--- src/rtl/axis_crc32_mpeg2_framer.sv ---
// rtl/axis_crc32_mpeg2_framer.sv - pairs buffered data words with CRC32/MPEG-2 words into 2-beat AXI-Stream frames
// Optional frame counter output enabled by defining AXIS_CRC32_MPEG2_FRAMER_CNT_EN.
module axis_crc32_mpeg2_framer #(
  parameter int DATA_FIFO_DEPTH = 4
) (
  input  logic                               aclk,
  input  logic                               areset,
  input  logic [31:0]                        s_data_tdata,
  input  logic                               s_data_tvalid,
  output logic                               s_data_tready,
  input  logic [31:0]                        s_crc_tdata,
  input  logic                               s_crc_tvalid,
  output logic                               s_crc_tready,
  output logic [31:0]                        m_axis_tdata,
  output logic                               m_axis_tvalid,
  input  logic                               m_axis_tready,
  output logic                               m_axis_tlast,
  output logic [$clog2(DATA_FIFO_DEPTH):0]   fifo_level
`ifdef AXIS_CRC32_MPEG2_FRAMER_CNT_EN
  ,
  output logic [15:0]                        frame_cnt
`endif
);

  localparam int AW = $clog2(DATA_FIFO_DEPTH);
  localparam int LW = AW + 1;
  localparam logic [LW-1:0] FULL_LEVEL = DATA_FIFO_DEPTH[LW-1:0];

  typedef enum logic [1:0] {
    IDLE = 2'd0,
    DATA = 2'd1,
    CRC  = 2'd2
  } state_t;

  state_t        state_q, state_d;
  logic [31:0]   mem [DATA_FIFO_DEPTH];
  logic [AW-1:0] wr_ptr_q, wr_ptr_d;
  logic [AW-1:0] rd_ptr_q, rd_ptr_d;
  logic [LW-1:0] level_q, level_d;
  logic          crc_valid_q, crc_valid_d;
  logic [31:0]   crc_q, crc_d;

  logic push;
  logic pop;
  logic crc_load;
  logic crc_clear;

  // Readies are forced low while reset is held; they depend only on registered state otherwise.
  assign s_data_tready = !areset && (level_q != FULL_LEVEL);
  assign s_crc_tready  = !areset && !crc_valid_q;
  assign push          = s_data_tvalid && s_data_tready;
  assign crc_load      = s_crc_tvalid && s_crc_tready;
  assign fifo_level    = level_q;

  always_comb begin
    state_d       = state_q;
    m_axis_tvalid = 1'b0;
    m_axis_tlast  = 1'b0;
    m_axis_tdata  = '0;
    pop           = 1'b0;
    crc_clear     = 1'b0;
    unique case (state_q)
      IDLE: begin
        if ((level_q != '0) && crc_valid_q) begin
          state_d = DATA;
        end
      end
      DATA: begin
        m_axis_tvalid = 1'b1;
        m_axis_tdata  = mem[rd_ptr_q];
        if (m_axis_tready) begin
          pop     = 1'b1;
          state_d = CRC;
        end
      end
      CRC: begin
        m_axis_tvalid = 1'b1;
        m_axis_tlast  = 1'b1;
        m_axis_tdata  = crc_q;
        if (m_axis_tready) begin
          crc_clear = 1'b1;
          state_d   = IDLE;
        end
      end
      default: state_d = IDLE;
    endcase
  end

  always_comb begin
    wr_ptr_d    = wr_ptr_q;
    rd_ptr_d    = rd_ptr_q;
    level_d     = level_q;
    crc_valid_d = crc_valid_q;
    crc_d       = crc_q;
    if (push) begin
      wr_ptr_d = wr_ptr_q + AW'(1);
    end
    if (pop) begin
      rd_ptr_d = rd_ptr_q + AW'(1);
    end
    if (push && !pop) begin
      level_d = level_q + LW'(1);
    end else if (pop && !push) begin
      level_d = level_q - LW'(1);
    end
    // Load and clear are mutually exclusive: load needs the register empty, clear needs it full.
    if (crc_clear) begin
      crc_valid_d = 1'b0;
    end else if (crc_load) begin
      crc_valid_d = 1'b1;
      crc_d       = s_crc_tdata;
    end
  end

  always_ff @(posedge aclk or posedge areset) begin
    if (areset) begin
      state_q     <= IDLE;
      wr_ptr_q    <= '0;
      rd_ptr_q    <= '0;
      level_q     <= '0;
      crc_valid_q <= 1'b0;
      crc_q       <= '0;
    end else begin
      state_q     <= state_d;
      wr_ptr_q    <= wr_ptr_d;
      rd_ptr_q    <= rd_ptr_d;
      level_q     <= level_d;
      crc_valid_q <= crc_valid_d;
      crc_q       <= crc_d;
    end
  end

  always_ff @(posedge aclk) begin
    if (push) begin
      mem[wr_ptr_q] <= s_data_tdata;
    end
  end

`ifdef AXIS_CRC32_MPEG2_FRAMER_CNT_EN
  logic [15:0] frame_cnt_q, frame_cnt_d;

  always_comb begin
    frame_cnt_d = frame_cnt_q;
    if (crc_clear && (frame_cnt_q != 16'hFFFF)) begin
      frame_cnt_d = frame_cnt_q + 16'd1;
    end
  end

  always_ff @(posedge aclk or posedge areset) begin
    if (areset) begin
      frame_cnt_q <= '0;
    end else begin
      frame_cnt_q <= frame_cnt_d;
    end
  end

  assign frame_cnt = frame_cnt_q;
`endif

endmodule

--- config.mk ---
export PLATFORM = sky130hd
export DESIGN_NAME = axis_crc32_mpeg2_framer
export DESIGN_NICKNAME = d
export VERILOG_FILES = /design/src/rtl/axis_crc32_mpeg2_framer.sv
export SDC_FILE = /design/constraint.sdc
export NUM_CORES = 1
export LEC_CHECK = 0
export ABC_AREA = 1
export CORE_UTILIZATION = 65
export CTS_CLUSTER_DIAMETER = 80
export CTS_CLUSTER_SIZE = 28
export DETAILED_ROUTE_END_ITERATION = 7
export DONT_BUFFER_PORTS = 1
export PLACE_DENSITY = 0.82
export SYNTH_ARGS = -nofsm -noshare
export SYNTH_HDL_FRONTEND = slang
export SYNTH_SLANG_ARGS = --single-unit
--- constraint.sdc ---
create_clock -name aclk -period 7.6 [get_ports aclk]
set_input_delay 1.14 -clock aclk [delete_from_list [all_inputs] [get_ports aclk]]
set_output_delay 1.14 -clock aclk [all_outputs]
set_load 0.05 [all_outputs]
# [After elaboration in Yosys (flattened, before gate mapping)]
# Memory sizes are Yosys's and may differ from the RTL's.
# Index checks and enable logic that the tools add are counted.
[op_classes] n_addsub=4 mul=0 div_mod_pow=0 magnitude_cmp=0 eq_ne=6 shifts=0 mux=16 n_bitwise=1 n_reduce_logical=18
[op_table] op="32-bit case mux with 2 select lines" n=1
[op_table] op="1-bit 2-to-1 mux" n=9
[op_table] op="1-bit logical AND" n=7
[op_table] op="2-bit 2-to-1 mux" n=3
[op_table] op="3-bit 2-to-1 mux" n=2
[op_table] op="2-bit != test (second input constant)" n=3
[op_table] op="2-bit case mux with 3 select lines" n=1
[op_table] op="2-bit by 1-bit adder with 2-bit output (second input constant)" n=2
[op_table] op="1-bit zero test" n=4
[op_table] op="2-bit nonzero test" n=2
[op_table] op="3-bit by 1-bit adder with 3-bit output (second input constant)" n=1
[op_table] op="3-bit != test (second input constant)" n=1
[op_table] op="3-bit AND reduction" n=1
[op_table] op="3-bit nonzero test" n=1
[op_table] op="3-bit by 1-bit subtractor with 3-bit output (second input constant)" n=1
[op_table] op="2-bit by 1-bit equality test with 1-bit output (second input constant)" n=1
[op_table] op="2-bit equality test (second input constant)" n=1
[op_table] op="2-bit zero test" n=1
[op_table] op="2-bit AND reduction" n=1
[op_table] op="2-bit OR reduction" n=1
[op_table] op="1-bit inverter" n=1
[word_totals] ff_bits=42 latchBits=0 mem_bits_rw=128 rom_bits=0 out_inout_bits=39 elab_cells=52 mem_count=1
[memory_table] memory="mem" words=4 word_bits=32 read_ports=1 rd_clocked_by_memory_dff=0 write_ports=1 line_no="36" text="logic [31:0] mem [DATA_FIFO_DEPTH];"

# [Depth between registers and ports, before layout]
# Gate-level depths: netlist of run 1.
[logic_depth] word_depth=7 ltp_mapped=11

# [Least setup slack after synthesis of run 1]
# Ideal clock, no wire load.
[synth_path] kind="input to register" from="input port areset" to="memory mem[0][0] (enable)" setup_time_ns=0.421 arrival_time_ns=3.909 setup_slack_ns=3.269 path_stages=3 path_buffers=0 cell_sequence="inv_1 nand3_1 nor2_1"
[synth_between] elab_chain_cells=5
[synth_lines] element="start: declaration" line_no="7" text="input logic areset,"
[synth_lines] element="1-bit zero test (no line)"
[synth_lines] element="1-bit logical AND" line_no="49" text="assign s_data_tready = !areset && (level_q != FULL_LEVEL);"
[synth_lines] element="1-bit logical AND" line_no="51" text="assign push = s_data_tvalid && s_data_tready;"
[synth_lines] element="1-bit 2-to-1 mux" line_no="134" text="if (push) begin"
[synth_lines] element="1-bit 2-to-1 mux (implied by the code)" line_no="135" text="mem[wr_ptr_q] <= s_data_tdata;"
[synth_lines] element="end: declaration" line_no="36"
# Every way passes these cells.

# [Worst setup path in the final report of run 1]
[layout_path] from="register rd_ptr_q[0]" to="output port m_axis_tdata[20]"
[layout_between] elab_chain_cells=2
[layout_lines] element="start: declaration" line_no="38" text="logic [AW-1:0] rd_ptr_q, rd_ptr_d;"
[layout_lines] element="start signal: assignment" line_no="126" text="rd_ptr_q <= rd_ptr_d;"
[layout_lines] element="memory 4 x 32 bit"
[layout_lines] element="32-bit case mux with 2 select lines" line_no="62" text="unique case (state_q)"
[layout_lines] element="end: declaration" line_no="14" text="output logic [31:0] m_axis_tdata,"
# Every way passes these cells.

==> results.md, run 1 <==
- Setup bufs post-CTS: 0
- Post-DP Area: between 7000 and 8000 µm²
- Share of layout cells above drive strength 1: 0.0564
- Critical path launch point type: flip-flop
- Initial antenna violation count: 0
- Yosys Warn Count: 0
- DR pass1 iterations: 7
- Top cells by area, synth: edfxtp_1 (50%), dfrtp_1 (14%), nand2_1 (13%)
- Achievable Freq: between 0.2 and 0.25 GHz
- FF+latch count, synth: 170
- Top-count cell post-synth: nand2_1
- Final worst path period need: 4.94 ns
- Multiplexer share of the synthesized area: 0
- Yosys top cell by area: edfxtp_1
- Clock sink count: 170
- Global-route congestion overflow total: 0
- Final instance area: between 8000 and 9000 µm²
- Max cap viols: 0
- Die span in x: 111 µm
- Failing checks: DRC
- Cells on Worst Hold Path: 2
- Final Total Pwr: 3520 µW
- TritonCTS Buffers: 17
- Area Overhead vs Synth: 7.97%
- XOR/XNOR Fraction of Synth Area: 0.00452
- Sequential area share after synthesis: 0.631
- DR WL/cell: around 17 µm
- Slew Viols, Final: 0
- CP Max Fanout: 66
- EDFF count, synth: roughly 130
- Met1 WL: 6380 µm
- CTS tree: yes
- H-tree depth: 4
- I/O Pins: between 100 and 150
- Antenna diodes: 0
- Simple-Gate Fraction of Synth Area: 0.181
- Worst-Skew Late Latency: between 0.4 and 0.5 ns
- Antenna-violating nets left: 0
- Adder-Cell Fraction of Synth Area: 0.0187
- # fillers: ~770
- Post-CTS resize count: 0
- Routed wl met2: between 7000 and 8000 µm
- Num rows: 39
- First-pass GRT wire length: ~26,000 µm
- Pin count of the biggest net entering global routing: 67
- Post-route clock period utilization: 0.650
- Power density cells: around 420 nW/µm²
- Core Region: ~12,000 µm²
- Hold WC Path Type: flip-flop to flip-flop
- Crit. End Element: primary output
- Number of port buffers: 0
- CP required: 6.46 ns
- Routed length on met3: ~1400 µm
- Hold_buf cts: 0
- Status: complete, but fails checks
- Max_slew headroom: 0.207
- Via count: around 5,300
- Initial DRC count: between 400 and 500
- Routability Congestion: around 0.78
- Top sig layer: met4
- GRT Total Usage: 0.278
- Clk_skew: between 0.01 and 0.015 ns
- Clock buffer depth: 2
- Starting density of the core: 0.673
- Mapped Cells: ~800
- Remaining DRCs: 14
- Die area: 12,400 µm²
- Largest family of logic cells by synthesized area: simple AND/OR/NAND/NOR gates
- Vias in the first global route: between 5,000 and 6,000
- RSZ-0062 raised after global routing: false
- Avg Vias per Cell: ~5.5
- Leakage: slightly below 0.004 µW
- Worst VDD drop: between 0.0002 and 0.0003 V
- Synthesized area per cell: 9.46 µm²
- Clk slew on worst S/H paths: approximately 0.06 ns
- Worst-Margin Slew: around 1.2 ns
- Final setup TNS: 0 ns
- Top_reg_cell synth: edfxtp_1
- Syn Nets: 900
- Fin util: 0.727
- Detailed Place HPWL: 9790 µm
- Root Buffer: clkbuf_16
- Data arrival, critical path: approximately 3.8 ns
- Commonest cells in the netlist: nand2_1 (270), inv_1 (173), edfxtp_1 (128), nand3_1 (70), dfrtp_1 (42)
- Final Setup Violations: 0
- Chip Height: roughly 110 µm
- Worst R2R Path Depth: 4
- Area share of the largest cell type after synthesis: 0.496
- Final WL: 16,100 µm
- Synth unique cells: 20
- Compound-Gate Fraction of Synth Area: 0.0450
- Mapped Area: 7750 µm²
- Final nets: between 800 and 900
- Hold Vio Cnt, Final: 0
- Setup CP Type: flip-flop to primary output
- Ys async rst share: 0.247
## kinds of logic (layout without fill, tap and decap cells)
logic type | count (synthesis) | count (layout)
simple gates | 350 | 350
buf+inv | 216 | 212
flops | 170 | 170
compound gates | 69 | 69
fa+ha+maj | 11 | 11
xor+xnor | 4 | 4
## registers in the layout, summed over array words and instances, names as in the netlist
name / flops
crc_q: 32
crc_valid_q: 1
fifo_level: 3
mem: 128
rd_ptr_q: 2
state_q: 2
wr_ptr_q: 2
## layout by cell type (no fill, tap or decap), types with 2 or more instances in the layout
cell          n
o21ai_1      33
nand3_1      69
nor2_4        4
dfrtp_1      41
inv_2         5
inv_1       172
clkinvlp_4    2
inv_6         3
bufinv_16     4
nor2_1        6
xor2_1        3
clkbuf_16    17
edfxtp_1    128
nand2_1     270
a21oi_1      34
clkbuf_8      2
buf_4         3
ha_1          9
## final cells by class
class	count	area (µm²)	area share
repair buffers	3	22.5	0.00269
clock inverters	12	186	0.0223
multi-input cells	434	1970	0.235
inverters	177	664	0.0793
flip-flops and latches	170	4900	0.585
well taps	143	179	0.0214
clock buffers	20	457	0.0545
## routing by layer
layer	vias up	global-route usage
li1	2505	-
met1	2502	0.334
met2	239	0.453
met3	35	0.0869
met4	0	0.143
met5	-	0
## stage by stage
step / hold slack [ns] / setup WS, ns / instances
final: 0.500 / 2.66 / 959
after floorplan: 0.459 / 3.27 / 820
after detailed placement: 0.479 / 3.20 / 927
after global routing: 0.515 / 2.38 / 959
after global placement: 0.471 / 3.31 / 927
after CTS: 0.495 / 2.74 / 959
## power breakdown
part | total, µW | internal [µW] | leakage, µW | switching, µW
registers | 1360 | 1190 | 0.00168 | 171
clock network | 927 | 573 | 0.000310 | 354
logic | 1230 | 281 | 0.00189 | 946
## final timing paths
| path | startpoint | slack (ns) | to |
|---|---|---|---|
| setup / recovery | rd_ptr_q[0] | 2.66 | m_axis_tdata[20] |
| hold / removal | crc_q[6] | 0.50 | crc_q[6] |
| setup reg to reg | fifo_level[1] | 4.79 | mem[2][8] |
| hold reg to reg | crc_q[6] | 0.50 | crc_q[6] |
| max in group asynchronous | areset | 6.11 | rd_ptr_q[0] |
| min in group asynchronous | areset | 0.83 | rd_ptr_q[1] |
## worst max-delay path, stage by stage (launching register included)
cell     delay [ns]
dfrtp_2        1.16
inv_2          0.78
nand2_1        0.27
nand3_1        0.11
nand2_1        0.12
nand2_1        0.05
a21oi_1        0.85
Power figures use the tool's default switching activity.
==> run 2, diff against run 1 <==
Settings changed: CORE_UTILIZATION 65 to 63, PLACE_DENSITY 0.82 to 0.8.
Clock period 7.6 ns to 4.6 ns, I/O delays scaled along.
==> results.md, run 2 (same netlist as run 1, synthesis figures left out) <==
- Leakage: 0.00405 µW (was 0.00387 µW)
- Chip Height: 113 µm (was 111 µm)
- Commonest non-fill, non-tap cells in the layout: nand2_1 (270), inv_1 (172), edfxtp_1 (128) (unchanged)
- RSZ-0062 raised after global routing: false (unchanged)
- Setup CP Type: flip-flop to primary output (unchanged)
- Final worst path period need: 3.40 ns
- Number of port buffers: 0 (unchanged)
- Seq. cell area: 4900 µm² (unchanged)
- Clock sink count: 170 (unchanged)
- CP Max Fanout: 32 (was 66)
- First-pass GRT wire length: 25,700 µm (was 25,800 µm)
- Commonest non-fill, non-tap cell in the layout: nand2_1 (unchanged)
- Avg Vias per Cell: 5.37 (was 5.51)
- I/O Pins: 108 (unchanged)
- Worst-Margin Slew: 1.26 ns (was 1.19 ns)
- Clock buffer depth: 2 (unchanged)
- Via count: 5,362 (was 5,281)
- Setup bufs post-CTS: 0 (unchanged)
- Hold_buf cts: 0 (unchanged)
- Global-route congestion overflow total: 0 (unchanged)
- Antenna-violating nets left: 0 (unchanged)
- Share of layout cells above drive strength 1: 0.0917 (was 0.0564)
- Initial antenna violation count: 0 (unchanged)
- Power density cells: 683 nW/µm² (was 420 nW/µm²)
- Slew Viols, Final: 0 (unchanged)
- Routability Congestion: 0.787 (was 0.777)
- Max_slew headroom: 0.154 (was 0.207)
- Status: finished, final reports clean (was complete, but fails checks)
- Post-CTS resize count: 0 (unchanged)
- Post-route clock period utilization: 0.740
- Worst Path Buf+Inv: 3 (was 1)
- Area Overhead vs Synth: 11.1% (was 7.97%)
- Final Total Pwr: 5880 µW (was 3520 µW)
- Vias in the first global route: 5,189 (was 5,365)
- Antenna diodes: 0 (unchanged)
- Final setup TNS: 0 ns (unchanged)
- Slowest CP cell: ha_1 (was dfrtp_2)
- Number of flip-flops in the largest register: 128 (unchanged)
- DR pass1 iterations: 5 (was 7)
- R2r startpoint: fifo_level[1] (unchanged)
- Final WL: 16,200 µm (was 16,100 µm)
- Area of the multi-input gates: 1970 µm² (unchanged)
- Worst-Skew Late Latency: 0.44 ns (was 0.43 ns)
- Hold WC Path Type: input pin to asynchronous set/reset pin (was flip-flop to flip-flop)
- Final Setup Violations: 0 (unchanged)
- Worst VDD drop: 0.000319 V (was 0.000285 V)
- Die area: 12,800 µm² (was 12,400 µm²)
- Data arrival, critical path: 2.71 ns (was 3.80 ns)
- Pin count of the biggest net entering global routing: 66 (was 67)
- Initial DRC count: 437 (was 435)
- Clk_skew: 0.00744 ns (was 0.0100 ns)
- Most common cell on crit path: inv_1 (was nand2_1)
- Fin util: 0.718 (was 0.727)
- Crit path from: state_q[0] (was rd_ptr_q[0])
- # fillers: 823 (was 768)
- Core Region: 12,000 µm² (was 11,500 µm²)
- Crit-path cells: inv_1 > ha_1 > inv_1 > a21oi_1 > buf_4 (was inv_2 > nand2_1 > nand3_1 > nand2_1 > nand2_1 > a21oi_1)
- Hold Vio Cnt, Final: 0 (unchanged)
- Most flop-heavy register: mem (unchanged)
- Die span in x: 113 µm (was 111 µm)
- Critical path launch point type: flip-flop (unchanged)
- GRT Total Usage: 0.271 (was 0.278)
- Achievable Freq: a little under 0.3 GHz
- H-tree depth: 4 (unchanged)
- Final nets: 918 (was 883)
- CP required: 3.91 ns (was 6.46 ns)
- Detailed Place HPWL: 9850 µm (was 9790 µm)
- CP max stage delay: 0.59 ns (was 1.16 ns)
- Remaining DRCs: 0 (was 14)
- Max cap viols: 0 (unchanged)
- CTS tree: yes (unchanged)
- CP delay by family, top: buffers and inverters (was flip-flops)
- TritonCTS Buffers: 17 (unchanged)
- Root Buffer: clkbuf_16 (unchanged)
- Clk slew on worst S/H paths: 0.06 ns (about the same)
- DR WL/cell: 16.3 µm (was 16.8 µm)
- Num rows: 40 (was 39)
- Starting density of the core: 0.646 (was 0.673)
- Crit. End Element: primary output (unchanged)
run 2: cell types whose count changed in the layout (fill, tap and decap cells not counted), sizes merged:
cell and change:
inv -3, clkinvlp -1, buf +35, bufinv -3, clkinv -1, clkbuf +8
run 2: worst paths after layout:
path | to | slack (ns) | cells after the start
hold / removal | fifo_level[2] | 0.29 | 2
setup / recovery | m_axis_tdata[5] | 1.20 | 5
min in group aclk | mem[0][24] | 0.35 | 0
setup reg to reg | mem[2][18] | 1.84 | 4
hold reg to reg | crc_q[3] | 0.49 | 2
max in group asynchronous | rd_ptr_q[0] | 3.91 | 2
run 2: per-stage QoR:
stage	worst slack (ns)	cell area, µm²	hold WS, ns	cells
global route	1.05	8620	0.334	998
finish	1.20	8620	0.294	998
global placement	1.84	7990	0.473	965
floorplan	0.719	7750	0.459	820
detailed placement	1.71	7990	0.479	965
CTS	1.23	8600	0.294	997
run 2: routing by layer:
metal / global-route usage / vias up / wire [µm]
met5: 0 / - / 0
met2: 0.456 / 193 / 8160
met1: 0.335 / 2561 / 6640
met4: 0.116 / 0 / 333
li1: - / 2576 / -
met3: 0.0707 / 32 / 1090
run 2: layout make-up:
| cell class | count | share of cell area |
|---|---|---|
| multi-input combinational | 434 | 0.228 |
| sequential | 170 | 0.568 |
| clock inverter | 4 | 0.00566 |
| clock buffer | 28 | 0.0649 |
| inverter | 177 | 0.0771 |
| tap | 147 | 0.0213 |
| timing repair buffer | 38 | 0.0346 |
run 2: report_power, final:
| group | internal [µW] | leakage (µW) | total [µW] | switching (µW) |
|---|---|---|---|---|
| clock | 882 | 0.000297 | 1440 | 559 |
| sequential | 1970 | 0.00168 | 2160 | 194 |
| combinational | 620 | 0.00208 | 2280 | 1660 |
| total | 3470 | 0.00405 | 5880 | 2410 |
run 2: worst reg2reg max path, stage by stage, from the launching register on:
cell	delay (ns)
dfrtp_1	0.67
inv_1	0.18
nand3_1	0.12
nand3_1	0.38
nor2_4	1.00
==> run 3, diff against run 2 <==
Settings changed: CORE_UTILIZATION 63 to 57, PLACE_DENSITY 0.8 to 0.76.
Clock period 4.6 ns to 2.9 ns, I/O delays scaled along.
==> results.md, run 3 (same netlist as run 1, synthesis figures left out) <==
- Pin count of the biggest net entering global routing: 43 (was 66)
- Combinational share of power: 0.386 (was 0.387)
- Die area: 14,100 µm² (was 12,800 µm²)
- CP Max Fanout: 16 (was 32)
- Root Buffer: clkbuf_16 (unchanged)
- RSZ-0062 raised after global routing: false (unchanged)
- Final instance area: 8870 µm² (was 8620 µm²)
- Number of flip-flops in the largest register: 128 (unchanged)
- Global-route congestion overflow total: 0 (unchanged)
- Share of layout cells above drive strength 1: 0.111 (was 0.0917)
- Net switching fraction of the power: 0.403 (was 0.410)
- Slowest CP cell: ha_1 (unchanged)
- GRT Total Usage: 0.254 (was 0.271)
- First-pass GRT wire length: 27,000 µm (was 25,700 µm)
- CP max stage delay: 0.46 ns (was 0.59 ns)
- Via count: 5,498 (was 5,362)
- H-tree depth: 4 (unchanged)
- Final Setup Violations: 0 (unchanged)
- Antenna-violating nets left: 0 (unchanged)
- Clock sink count: 170 (unchanged)
- Achievable Freq: approximately 0.36 GHz
- Commonest non-fill, non-tap cell in the layout: nand2_1 (unchanged)
- Worst-Margin Slew: 0.683 ns (was 1.26 ns)
- Clock share of power: 0.260 (was 0.245)
- Area Overhead vs Synth: 14.4% (was 11.1%)
- Worst-Skew Late Latency: 0.42 ns (was 0.44 ns)
- Routability Congestion: 0.783 (was 0.787)
- Final setup TNS: 0 ns (unchanged)
- Clock buffer depth: 2 (unchanged)
- Seq pwr share: 0.355 (was 0.368)
- CP required: 2.47 ns (was 3.91 ns)
- TritonCTS Buffers: 17 (unchanged)
- Chip Height: 119 µm (was 113 µm)
- Hold WC Path Type: input pin to asynchronous set/reset pin (unchanged)
- Slew Viols, Final: 0 (unchanged)
- Smallest hold slack: 0.0606 ns (was 0.294 ns)
- Data arrival, critical path: 2.34 ns (was 2.71 ns)
- M2 GR Usage: 0.437 (was 0.456)
- DR WL/cell: 16.7 µm (was 16.3 µm)
- Remaining DRCs: 0 (unchanged)
- Max cap viols: 0 (unchanged)
- Detailed Place HPWL: 10,700 µm (was 9850 µm)
- Clk slew on worst S/H paths: 0.07 ns (was 0.06 ns)
- Initial antenna violation count: 0 (unchanged)
- Pint: 5830 µW (was 3470 µW)
- Num rows: 42 (was 40)
- Final worst path period need: between 2 and 3 ns
- Met1 Resource Use GR: 0.301 (was 0.335)
- Clk_skew: 0.0107 ns (was 0.00744 ns)
- I/O Pins: 108 (unchanged)
- Most flop-heavy register: mem (unchanged)
- Hold Vio Cnt, Final: 0 (unchanged)
- Worst VDD drop: 0.000593 V (was 0.000319 V)
- Core Region: 13,200 µm² (was 12,000 µm²)
- Critical path launch point type: flip-flop (unchanged)
- Post-route clock period utilization: 0.956
- Crit. End Element: primary output (unchanged)
- Top Usage Layer GRT: met2 (unchanged)
- Status: finished, final reports clean (unchanged)
- Vias in the first global route: 5,550 (was 5,189)
- FF-to-FF setup slack: 0.72 ns (was 1.84 ns)
- Avg Vias per Cell: 5.28 (was 5.37)
- Final nets: 933 (was 918)
- Initial DRC count: 376 (was 437)
- Leakage: 0.00415 µW (was 0.00405 µW)
- Commonest non-fill, non-tap cells in the layout: nand2_1 (270), inv_1 (171), edfxtp_1 (128) (was nand2_1 (270), inv_1 (172), edfxtp_1 (128))
- Post-DP Area: 8190 µm² (was 7990 µm²)
- Worst Path Buf+Inv: 3 (unchanged)
- Max_slew headroom: 0.544 (was 0.154)
- Number of port buffers: 0 (unchanged)
- Antenna diodes: 0 (unchanged)
- DR pass1 iterations: 5 (unchanged)
- Met3 usage: 0.0661 (was 0.0707)
- Net switching power: 3940 µW (was 2410 µW)
- CP delay by family, top: buffers and inverters (unchanged)
- Die span in x: 119 µm (was 113 µm)
- Placed Cells: 1,009 (was 965)
- Power density cells: 1100 nW/µm² (was 683 nW/µm²)
- Fin cells: 1,042 (was 998)
- CTS tree: yes (unchanged)
- Setup CP Type: flip-flop to primary output (unchanged)
- Final WL: 17,400 µm (was 16,200 µm)
- Crit-path cells: inv_1 > ha_1 > clkinvlp_4 > a21oi_2 > buf_4 (was inv_1 > ha_1 > inv_1 > a21oi_1 > buf_4)
- Starting density of the core: 0.586 (was 0.646)
-- run 3: metal layers --
layer	vias to the layer above	share of wire	wire, µm
li1	2602	-	-
met4	0	0.026	446
met3	38	0.079	1370
met5	-	0	0
met2	229	0.51	8790
met1	2629	0.39	6750
-- run 3: layout make-up --
type / count / area, µm²
inverter: 177 / 668
clock inverter: 12 / 221
sequential: 170 / 4900
timing repair buffer: 52 / 440
tap: 176 / 220
multi-input combinational: 434 / 1970
timing repair inverter: 1 / 7.51
clock buffer: 20 / 447
fill: 969 / 4370
-- run 3: final timing paths --
path | start | to | cells past startpoint
setup / recovery | state_q[0] | m_axis_tdata[27] | 5
hold / removal | areset | crc_valid_q | 2
setup reg to reg | fifo_level[0] | fifo_level[2] | 11
hold reg to reg | crc_q[31] | crc_q[31] | 2
max in group asynchronous | areset | rd_ptr_q[0] | 2
min in group aclk | s_data_tdata[10] | mem[2][10] | 0
-- run 3: timing repair --
item                                   in CTS  in global routing
setup endpoints to repair                   2                 32
hold buffers                                0                  0
gates cloned                                0                  1
endpoints found under the hold margin       0                  0
gates resized for setup                     2                  2
setup buffers                               0                  0
-- run 3: through the flow --
step	util	setup WS, ns	total power (µW)
floorplan	-	-0.302	6270
global placement	0.618	0.587	7020
detailed placement	0.618	0.394	7190
CTS	0.669	0.0377	9750
global route	0.670	0.0145	10300
finish	0.670	0.128	9770
-- run 3: power groups by stage --
stage	sequential (µW)	combinational [µW]	clock, µW
finish	3470	3770	2540
global route	3520	4110	2660
CTS	3470	3720	2560
detailed placement	3510	3680	0
global placement	3470	3550	0
floorplan	3410	2860	0
